`config.mk`:
```
export PLATFORM = sky130hd
export DESIGN_NAME = vin_burst_gen
export DESIGN_NICKNAME = d
export VERILOG_FILES = /design/src/rtl/vin_burst_pkg.sv /design/src/rtl/vin_gap_timer.sv /design/src/rtl/vin_burst_gen.sv
export SDC_FILE = /design/constraint.sdc
export NUM_CORES = 1
export LEC_CHECK = 0
export ABC_AREA = 1
export CAP_MARGIN = 15
export CORE_ASPECT_RATIO = 1.75
export CORE_UTILIZATION = 56
export DETAILED_ROUTE_END_ITERATION = 8
export PLACE_DENSITY_LB_ADDON = 0.15
export SYNTH_ARGS = -nofsm -noshare
export SYNTH_HDL_FRONTEND = slang
export SYNTH_HIERARCHICAL = 1
export SYNTH_SLANG_ARGS = --single-unit
export TNS_END_PERCENT = 10
```
`constraint.sdc`:
```
create_clock -name clk -period 3 [get_ports clk]
set_input_delay 0.6 -clock clk [delete_from_list [all_inputs] [get_ports clk]]
set_output_delay 0.6 -clock clk [all_outputs]
set_load 0.01 [all_outputs]
```
`src/rtl/vin_burst_pkg.sv`:
```
// Shared types and defaults for the vin burst generator.
package vin_burst_pkg;

  localparam int DEF_WIDTH   = 8;
  localparam int DEF_GAP_W   = 4;
  localparam int DEF_TIMEOUT = 16;

  typedef enum logic [2:0] {
    IDLE, HI, LO, SAMPLE, STOP, FLUSH, WAIT, DONE
  } state_t;

  // The timer serves both the gap and the timeout, so it must hold
  // the larger of the two load values.
  function automatic int tmr_width(input int gap_w, input int timeout);
    int tw;
    tw = $clog2(timeout);
    return (gap_w > tw) ? gap_w : tw;
  endfunction

endpackage

```
`src/rtl/vin_gap_timer.sv`:
```
// Loadable down-counter shared between the LO gap and the WAIT timeout.
module vin_gap_timer #(
  parameter int W = 4
) (
  input  logic         clk,
  input  logic         rst,
  input  logic         load,
  input  logic [W-1:0] value,
  input  logic         dec,
  output logic         expire
);

  logic [W-1:0] cnt;

  always_ff @(posedge clk or posedge rst) begin
    if (rst)               cnt <= '0;
    else if (load)         cnt <= value;
    else if (dec && !expire) cnt <= cnt - W'(1);
  end

  assign expire = (cnt == '0);

endmodule

```
`src/rtl/vin_burst_gen.sv`:
```
// Emits N spaced vin pulses, samples the downstream count, then runs the
// stop / flush / acknowledge handshake and reports match or timeout.
module vin_burst_gen
  import vin_burst_pkg::*;
#(
  parameter int WIDTH   = DEF_WIDTH,
  parameter int GAP_W   = DEF_GAP_W,
  parameter int TIMEOUT = DEF_TIMEOUT
) (
  input  logic             clk,
  input  logic             res,
  input  logic             start,
  input  logic [WIDTH-1:0] num_pulses,
  input  logic [GAP_W-1:0] gap,
  input  logic [WIDTH-1:0] cnt_in,
  input  logic             valid_in,
  output logic             vin,
  output logic             stop,
  output logic             busy,
  output logic             done,
  output logic             match,
  output logic             timeout,
  output logic [WIDTH-1:0] captured
);

  localparam int TW = tmr_width(GAP_W, TIMEOUT);

  state_t           state;
  logic [WIDTH-1:0] n_lat;
  logic [WIDTH-1:0] rem;
  logic [GAP_W-1:0] gap_lat;

  logic          tmr_load;
  logic          tmr_dec;
  logic          tmr_exp;
  logic [TW-1:0] tmr_val;

  // Loaded one cycle early (in HI / FLUSH) so LO lasts exactly gap cycles
  // and WAIT exactly TIMEOUT cycles.
  always_comb begin
    tmr_load = (state == HI) || (state == FLUSH);
    tmr_dec  = (state == LO) || (state == WAIT);
    tmr_val  = (state == HI) ? TW'(gap_lat - GAP_W'(1)) : TW'(TIMEOUT - 1);
  end

  vin_gap_timer #(.W(TW)) u_tmr (
    .clk    (clk),
    .rst    (res),
    .load   (tmr_load),
    .value  (tmr_val),
    .dec    (tmr_dec),
    .expire (tmr_exp)
  );

  always_ff @(posedge clk or posedge res) begin
    if (res) begin
      state    <= IDLE;
      n_lat    <= '0;
      rem      <= '0;
      gap_lat  <= '0;
      vin      <= 1'b0;
      stop     <= 1'b0;
      busy     <= 1'b0;
      done     <= 1'b0;
      match    <= 1'b0;
      timeout  <= 1'b0;
      captured <= '0;
    end else begin
      done <= 1'b0;
      case (state)
        IDLE: begin
          if (start) begin
            n_lat    <= num_pulses;
            rem      <= num_pulses;
            gap_lat  <= (gap == '0) ? GAP_W'(1) : gap;
            match    <= 1'b0;
            timeout  <= 1'b0;
            captured <= '0;
            busy     <= 1'b1;
            if (num_pulses == '0) begin
              state <= SAMPLE;
            end else begin
              state <= HI;
              vin   <= 1'b1;
            end
          end
        end
        HI: begin
          rem   <= rem - WIDTH'(1);
          vin   <= 1'b0;
          state <= LO;
        end
        LO: begin
          if (tmr_exp) begin
            if (rem != '0) begin
              state <= HI;
              vin   <= 1'b1;
            end else begin
              state <= SAMPLE;
            end
          end
        end
        SAMPLE: begin
          captured <= cnt_in;
          stop     <= 1'b1;
          state    <= STOP;
        end
        STOP: begin
          vin   <= 1'b1;
          state <= FLUSH;
        end
        FLUSH: begin
          vin   <= 1'b0;
          state <= WAIT;
        end
        WAIT: begin
          // An acknowledge on the last timer cycle still counts as success.
          if (valid_in) begin
            match   <= (captured == n_lat);
            timeout <= 1'b0;
            stop    <= 1'b0;
            done    <= 1'b1;
            state   <= DONE;
          end else if (tmr_exp) begin
            match   <= 1'b0;
            timeout <= 1'b1;
            stop    <= 1'b0;
            done    <= 1'b1;
            state   <= DONE;
          end
        end
        DONE: begin
          busy  <= 1'b0;
          state <= IDLE;
        end
        default: state <= IDLE;
      endcase
    end
  end

endmodule

```
### Word level (Yosys, flattened, before mapping)

Index checks and enable logic that the tools add are counted.

* output and inout bits: 14
* input port bits: 24
* register bits after elaboration: 41
* logic and storage cells: 87

* muxes and demuxes: 34
* reduce and logical (&&, ||, !) cells: 25
* add/subtract/negate cells: 3
* equal/unequal tests: 13

Operators by type and width (number)
* 8-bit one-hot mux with 2 select lines: 2
* 3-bit one-hot mux with 8 select lines: 1
* 4-bit 2-to-1 mux: 4
* 8-bit 2-to-1 mux: 2
* 1-bit 2-to-1 mux: 14
* 3-bit equality test (second input constant): 4
* 3-bit 2-to-1 mux: 4
* 2-bit nonzero test: 6
* 2-bit AND reduction: 5
* 8-bit equality test: 1
* 4-bit logical NOT: 2
* 8-bit logical NOT: 1
* 1-bit one-hot mux with 2 select lines: 4
* 8-bit nonzero test: 1
* 4-bit by 1-bit subtractor with 4-bit output (second input constant): 2
* 8-bit by 1-bit subtractor with 8-bit output (second input constant): 1
* 3-bit by 2-bit equality test with 1-bit output (second input constant): 2
* 3-bit AND reduction: 2
* 5-bit AND reduction: 1
* 2-bit 2-to-1 mux: 2
* 2-bit by 1-bit != test with 1-bit output (second input constant): 2
* 2-bit != test (second input constant): 2
* 1-bit one-hot mux with 4 select lines: 1
* 4-bit nonzero test: 1
* 7 further kinds: 8

### Logic depth before layout (Yosys ltp)

Gate-level depths: netlist (run 1).

* word-level depth: 5
* depth in mapped cells: 11
* gate-level depth less buffers: 11

### Cells and area by module

The synthesis (run 1) kept the hierarchy.

By module, submodules not included
* vin_burst_gen: sequential area each 925.9 um^2, cells an instance 242, area an instance 1873.0 um^2, instances 1
* vin_gap_timer: sequential area each 100.1 um^2, cells an instance 47, area an instance 299.0 um^2, instances 1

### Worst setup path after synthesis (run 1)

OpenSTA, ideal clock, no wires.

* path type: reg2reg
* start: register state[1]
* end: register u_tmr.cnt[3]
* path slack: 1.615 ns
* stages on the path, launching flop included: 11
* data arrival time: 1.268 ns
* clock period less this slack: 1.385 ns
* library setup time: 0.116 ns
* data required time: 2.884 ns
* path buffers: 0
* path through: dfrtp_1 > inv_2 > nand2_1 > nor2_4 > inv_1 > a21oi_1 > o21ai_0 > nand2_1 > nand2_1 > clkinv_1 > nand2_1

* elaborated cells on any way between the ends: 10
* classes of those cells: 4 x eq/ne; 2 x mux; 4 x reduce/logical

RTL lines
* from (decl): RTL line vin_burst_gen.sv:28 `state_t state;`
* from (signal assigned): RTL line vin_burst_gen.sv:57 `state <= IDLE;`
* from (signal assigned): RTL line vin_burst_gen.sv:81 `state <= SAMPLE;`
* from (signal assigned): RTL line vin_burst_gen.sv:83 `state <= HI;`
* 3-bit by 1-bit equality test with 1-bit output: RTL line vin_burst_gen.sv:43 `tmr_val = (state == HI) ? TW'(gap_lat - GAP_W'(1)) : TW'(TIMEOUT - 1);`
* 4-bit 2-to-1 mux: RTL line vin_burst_gen.sv:43
* via tmr_val[3]: RTL line vin_burst_gen.sv:36 `logic [TW-1:0] tmr_val;`
* 4-bit 2-to-1 mux: RTL line vin_gap_timer.sv:17 `else if (load) cnt <= value;`
* to (signal assigned): RTL line vin_gap_timer.sv:17
* to (signal assigned): RTL line vin_gap_timer.sv:18 `else if (dec && !expire) cnt <= cnt - W'(1);`
* to (decl): RTL line vin_gap_timer.sv:13 `logic [W-1:0] cnt;`

The timed path passes the listed nets, and every way through them passes these cells.
A chain may end at the register's enable or synchronous reset.

### Final worst setup path (run 1)

* start: register captured[5]
* end: output port captured[5]

RTL lines
* from (decl): RTL line vin_burst_gen.sv:23 `output logic [WIDTH-1:0] captured`
* from (signal assigned): RTL line vin_burst_gen.sv:104 `captured <= cnt_in;`

No word-level cell between the ends.

==> impl_metrics.env, run 1 <==
export IMPL_status="finished clean"
export IMPL_grt_pass1_vias=1974
export IMPL_grt_max_degree=38
export IMPL_critPathKind="reg2out"
export IMPL_yosysSeqAreaShare=0.472
export IMPL_internal_power_mw=1.71
export IMPL_p_per_area_nw_per_um2=1060
export IMPL_grt_overflow=0
export IMPL_hold_path_class="reg2reg"
export IMPL_rsz0062_at_grt="false"
export IMPL_nNetsFinal=359
export IMPL_pwr_share_seq=0.363
export IMPL_ys_ff_latch=41
export IMPL_placed_cells=370
export IMPL_r2r_cells=10
export IMPL_cp_num_buf_inv=1
export IMPL_dr_total_vias=1971
export IMPL_die_h_um=84.4
export IMPL_cts_made_buffers=5
export IMPL_synth_cells=289
export IMPL_hpwl_um=3670
export IMPL_drtAntennaViolNets=0
export IMPL_cts_tree="yes"
export IMPL_grtUsageTotal=0.269
export IMPL_slowest_stage="clkdlybuf4s50_1"
export IMPL_num_io_pins=38
export IMPL_syn_to_final_growth_pct=25.5
export IMPL_crit_chain="clkdlybuf4s50_1"
export IMPL_final_core_util=0.744
export IMPL_fp_coreArea_um2=3660
export IMPL_die_width_um=49.1
export IMPL_clock_latency_ns=0.30
export IMPL_diodes=0
export IMPL_worst_path_stages=1
export IMPL_vias_per_cell=5.21
export IMPL_r2r_slack_ns=1.31
export IMPL_postCtsHoldBufs=0
export IMPL_hp_start="vin"
export IMPL_syn_area_per_cell_um2=7.52
export IMPL_globalplace_congestion=0.863
export IMPL_syn_nets=317
export IMPL_postCtsSetupBuffers=0
export IMPL_period_needed_ns=1.85
export IMPL_fin_cells=378
export IMPL_tightestPinTransition_ns=0.516
export IMPL_antenna_found_initial=0
export IMPL_crit_family="buffers and inverters"
export IMPL_finalMaxSlewViolations=0
export IMPL_h_tree_depth=2
export IMPL_path_clk_slew_ns=0.09
export IMPL_end_kind="primary output"
export IMPL_syn_area_um2=2170
export IMPL_startpoint_type="flop"
export IMPL_clkSinkCount=41
export IMPL_ir_drop_mv=0.854
export IMPL_drive_gt1_frac=0.0633
export IMPL_crit_path_max_fanout=4
export IMPL_whs_path_depth=2
export IMPL_avgRoutedWirePerCell_um=13.1
export IMPL_cp_arrival_ns=1.25
export IMPL_cts_buffer_depth=2
export IMPL_drt_first_pass_iters=4
export IMPL_regToRegEndpoint="u_tmr/cnt[3]"
export IMPL_leakagePower_nw=1.39
export IMPL_r2r_start="state[1]"
export IMPL_layout_common_cells="nand2_1 (87), inv_1 (41), dfrtp_1 (41), clkdlybuf4s50_1 (37)"
export IMPL_wl_um=4940
export IMPL_pwr_share_comb=0.454
export IMPL_drt_initial_drc_count=62
export IMPL_rows=29
export IMPL_timing_fmax_mhz=540
export IMPL_hold_end="vin"
export IMPL_cpPeakStageDelay_ns=0.56
export IMPL_slew_headroom=0.655
export IMPL_required_ns=2.40
export IMPL_power_total_mw=2.89
export IMPL_fin_tns_setup_ns=0
export IMPL_yosysWarnings=6
export IMPL_finalSetupViolCount=0
export IMPL_hold_viol=0
export IMPL_synth_cell_types=28
export IMPL_start_util=0.593
export IMPL_drc_errors=0
export IMPL_drv_cap=0
export IMPL_post_cts_resized=0
export IMPL_switchingPower_mw=1.18
export IMPL_pwr_share_clk=0.183
export IMPL_cts_root_buffer="clkbuf_8"
export IMPL_dieArea_um2=4140
export IMPL_finalCritPeriodShare=0.617
export IMPL_grt_pass1_wl_um=8510
export IMPL_sw_frac_of_total=0.410
export IMPL_io_buffers=37
export IMPL_final_common_cell="nand2_1"
export IMPL_fin_skew_ns=0.0124
==> registers in the layout, indices dropped and copies added (netlist names) <==
register / cells
vin: 1
n_lat: 8
captured: 8
u_tmr/cnt: 4
match: 1
busy: 1
stop: 1
done: 1
timeout: 1
state: 3
gap_lat: 4
rem: 8
==> metrics by stage <==
stage / instance area (um^2) / hold WS [ns] / setup slack [ns]
detailed placement: 2590 / 0.464 / 0.992
finish: 2730 / 0.479 / 1.15
global placement: 2590 / 0.453 / 1.02
global route: 2730 / 0.534 / 1.10
CTS: 2730 / 0.486 / 1.14
floorplan: 2170 / 0.366 / 1.57
==> logic make-up (layout without fill, tap and decap cells) <==
kind of cell             count (synthesis)  after routing  share of synthesized area
flip-flops                              41             41                      0.472
buffers and inverters                   49             92                     0.0881
XOR/XNOR                                 4              4                     0.0161
adder cells (fa/ha/maj)                  4              4                     0.0230
AND/OR/NAND/NOR                        151            151                      0.300
AO/OA/AOI/OAI                           40             40                      0.100
==> worst max-delay path by stage <==
stage / from / to / slack, ns
floorplan: res / busy / 1.57
global placement: start / rem[1] / 1.02
detailed placement: start / match / 0.99
CTS: captured[5] / captured[5] / 1.14
global route: captured[7] / captured[7] / 1.10
finish: captured[5] / captured[5] / 1.15
==> area by class of cell <==
type / instances / area (um^2)
tap: 46 / 57.6
clock inverter: 3 / 65.1
sequential: 41 / 1030
fill: 305 / 938
multi-input combinational: 199 / 955
inverter: 45 / 169
timing repair buffer: 39 / 385
clock buffer: 5 / 68.8
==> power by group through the flow <==
stage	Sequential, mW	Clock, mW	Combinational (mW)
global route	1.08	0.555	1.49
detailed placement	1.05	0	1.30
finish	1.05	0.529	1.31
global placement	1.05	0	1.26
floorplan	1.03	0	0.893
CTS	1.05	0.536	1.32
==> routing by layer <==
layer	up-vias	share of wire	global-route usage	routed length [um]
met5	-	0	0	0
li1	995	-	-	-
met2	57	0.56	0.504	2740
met3	17	0.036	0.0453	176
met4	0	0.029	0.128	142
met1	902	0.38	0.278	1880
==> cells in the mapped netlist <==
master | number | area [um^2]
a21oi_1 | 4 | 20.0
a31oi_1 | 1 | 6.26
buf_2 | 3 | 15.0
buf_4 | 1 | 7.51
clkinv_1 | 1 | 3.75
dfrtp_1 | 41 | 1030
ha_1 | 4 | 50.1
inv_1 | 41 | 154
inv_2 | 3 | 11.3
nand2_1 | 87 | 327
nand2_2 | 2 | 12.5
nand2_4 | 1 | 11.3
nand3_1 | 23 | 115
nand3_2 | 1 | 10.0
nand3b_1 | 4 | 30.0
nand4_1 | 1 | 6.26
nor2_1 | 24 | 90.1
nor2_2 | 2 | 12.5
nor2_4 | 1 | 11.3
nor3_1 | 4 | 20.0
o211ai_1 | 3 | 22.5
o21ai_0 | 24 | 120
o21ai_1 | 3 | 15.0
o21bai_1 | 2 | 15.0
o22ai_1 | 3 | 18.8
or2_2 | 1 | 6.26
xnor2_1 | 1 | 8.76
xor2_1 | 3 | 26.3
==> worst min-delay path: cells and delay by family, from the launching register on <==
| kind | cells | cell delay (ns) |
|---|---|---|
| AND/OR/NAND/NOR | 2 | 0.10 |
| flip-flops | 1 | 0.35 |
No activity file was read; power rests on OpenSTA's default activity.
==> inputs of run 2 (changes only) <==
Settings changed: CORE_UTILIZATION 56 to 52.
Clock period 3 ns to 1.85 ns, I/O delays scaled along.
==> impl_metrics.env, run 2 (synthesis results as in run 1) <==
export IMPL_status="finished clean"
export IMPL_switchingPower_mw=1.90
export IMPL_die_width_um=50.9
export IMPL_power_total_mw=4.41
export IMPL_met2_usage=0.492
export IMPL_h_tree_depth=2
export IMPL_drc_errors=0
export IMPL_pwr_share_comb=0.486
export IMPL_finalSetupViolCount=0
export IMPL_start_util=0.551
export IMPL_num_io_pins=38
export IMPL_drt_initial_drc_count=44
export IMPL_crit_chain="clkdlybuf4s50_1"
export IMPL_register_area_um2=1030
export IMPL_multi_input_area_um2=955
export IMPL_drt_first_pass_iters=4
export IMPL_end_kind="primary output"
export IMPL_regToRegEndpoint="vin"
export IMPL_crit_family="buffers and inverters"
export IMPL_pwr_share_seq=0.385
export IMPL_r2r_slack_ns=0.25
export IMPL_cts_tree="yes"
export IMPL_diodes=0
export IMPL_final_common_cell="nand2_1"
export IMPL_hold_viol=0
export IMPL_use_met1=0.277
export IMPL_slew_headroom=0.634
export IMPL_required_ns=1.48
export IMPL_grt_pass1_wl_um=8510
export IMPL_grt_overflow=0
export IMPL_postCtsSetupBuffers=0
export IMPL_dieArea_um2=4450
export IMPL_drive_gt1_frac=0.0687
export IMPL_cp_arrival_ns=1.26
export IMPL_met3_usage=0.0471
export IMPL_clock_latency_ns=0.29
export IMPL_finalCritPeriodShare=0.880
export IMPL_fp_coreArea_um2=3940
export IMPL_vias_per_cell=5.16
export IMPL_drv_cap=0
export IMPL_ir_drop_mv=1.07
export IMPL_finalMaxSlewViolations=0
export IMPL_grt_max_degree=24
export IMPL_post_cts_resized=0
export IMPL_cts_buffer_depth=2
export IMPL_hold_path_class="in2async"
export IMPL_leakagePower_nw=1.38
export IMPL_tightestPinTransition_ns=0.548
export IMPL_placed_cells=375
export IMPL_nNetsFinal=362
export IMPL_dr_total_vias=1976
export IMPL_cpPeakStageDelay_ns=0.56
export IMPL_path_clk_slew_ns=0.08
export IMPL_globalplace_congestion=0.849
export IMPL_fillCellCount=335
export IMPL_p_per_area_nw_per_um2=1630
export IMPL_cts_root_buffer="clkbuf_8"
export IMPL_top_regs="captured (8), n_lat (8), rem (8)"
export IMPL_avgRoutedWirePerCell_um=13.1
export IMPL_pwr_share_clk=0.129
export IMPL_timing_hold_ws_ns=0.317
export IMPL_startpoint_type="flop"
export IMPL_timing_fmax_mhz=614
export IMPL_drtAntennaViolNets=0
export IMPL_grt_pass1_vias=1936
export IMPL_slowest_stage="clkdlybuf4s50_1"
export IMPL_fin_tns_setup_ns=0
export IMPL_clkSinkCount=41
export IMPL_antenna_found_initial=0
export IMPL_hpwl_um=3990
export IMPL_cp_num_buf_inv=1
export IMPL_sw_frac_of_total=0.430
export IMPL_io_buffers=37
export IMPL_syn_to_final_growth_pct=24.3
export IMPL_period_needed_ns=1.63
export IMPL_rows=30
export IMPL_grt_busiest_layer="met2"
export IMPL_die_h_um=87.5
export IMPL_critPathKind="reg2out"
export IMPL_pre_cts_ws_ns=0.236
export IMPL_wl_um=5010
export IMPL_internal_power_mw=2.51
export IMPL_rsz0062_at_grt="false"
export IMPL_fin_skew_ns=0.00850
export IMPL_layout_common_cells="nand2_1 (87), inv_1 (41), dfrtp_1 (41), clkdlybuf4s50_1 (37)"
export IMPL_grtUsageTotal=0.260
export IMPL_postCtsHoldBufs=0
export IMPL_r2r_start="u_tmr/cnt[0]"
export IMPL_crit_path_max_fanout=4
export IMPL_cts_made_buffers=5
export IMPL_setup_slack_ns=0.221
export IMPL_fin_cells=383
export IMPL_r2r_cells=11
[run 2: cell types whose count changed in the layout (fill, tap and decap cells not counted)]
cell,change
buf_4,+3
clkinv_2,+1
clkbuf_1,+1
bufinv_16,-2
[run 2: area by class of cell]
class                      count  area share
clock buffer                   6      0.0269
clock inverter                 2     0.00371
inverter                      45      0.0626
multi-input combinational    199       0.354
sequential                    41       0.380
tap                           48      0.0222
timing repair buffer          42       0.151
[run 2: power by group through the flow]
stage          logic, mW  clock network, mW  registers [mW]
2_1_floorplan       1.45                  0            1.67
3_3_place_gp        2.10                  0            1.70
3_5_place_dp        2.15                  0            1.71
4_1_cts             2.16              0.584            1.70
5_1_grt             2.46              0.618            1.75
6_report            2.14              0.568            1.70
[run 2: layer usage]
metal	vias to the layer above	part of all wire
li1	998	-
met1	912	0.37
met2	56	0.58
met3	10	0.031
met4	0	0.020
met5	-	0
[run 2: worst max-delay path by stage]
stage	to	slack, ns	cells past startpoint	startpoint
2_1_floorplan	u_tmr/cnt[3]	0.47	10	state[1]
3_3_place_gp	match	0.27	6	start
3_5_place_dp	rem[0]	0.24	5	start
4_1_cts	captured[1]	0.21	1	captured[1]
5_1_grt	vin	0.09	11	u_tmr/cnt[0]
6_report	captured[1]	0.22	1	captured[1]
[run 2: per-stage QoR]
stage,cell area (um^2),utilization
final,2700,0.685
after global routing,2700,0.685
after CTS,2700,0.685
after detailed placement,2620,0.664
after global placement,2620,0.664
after floorplan,2170,-
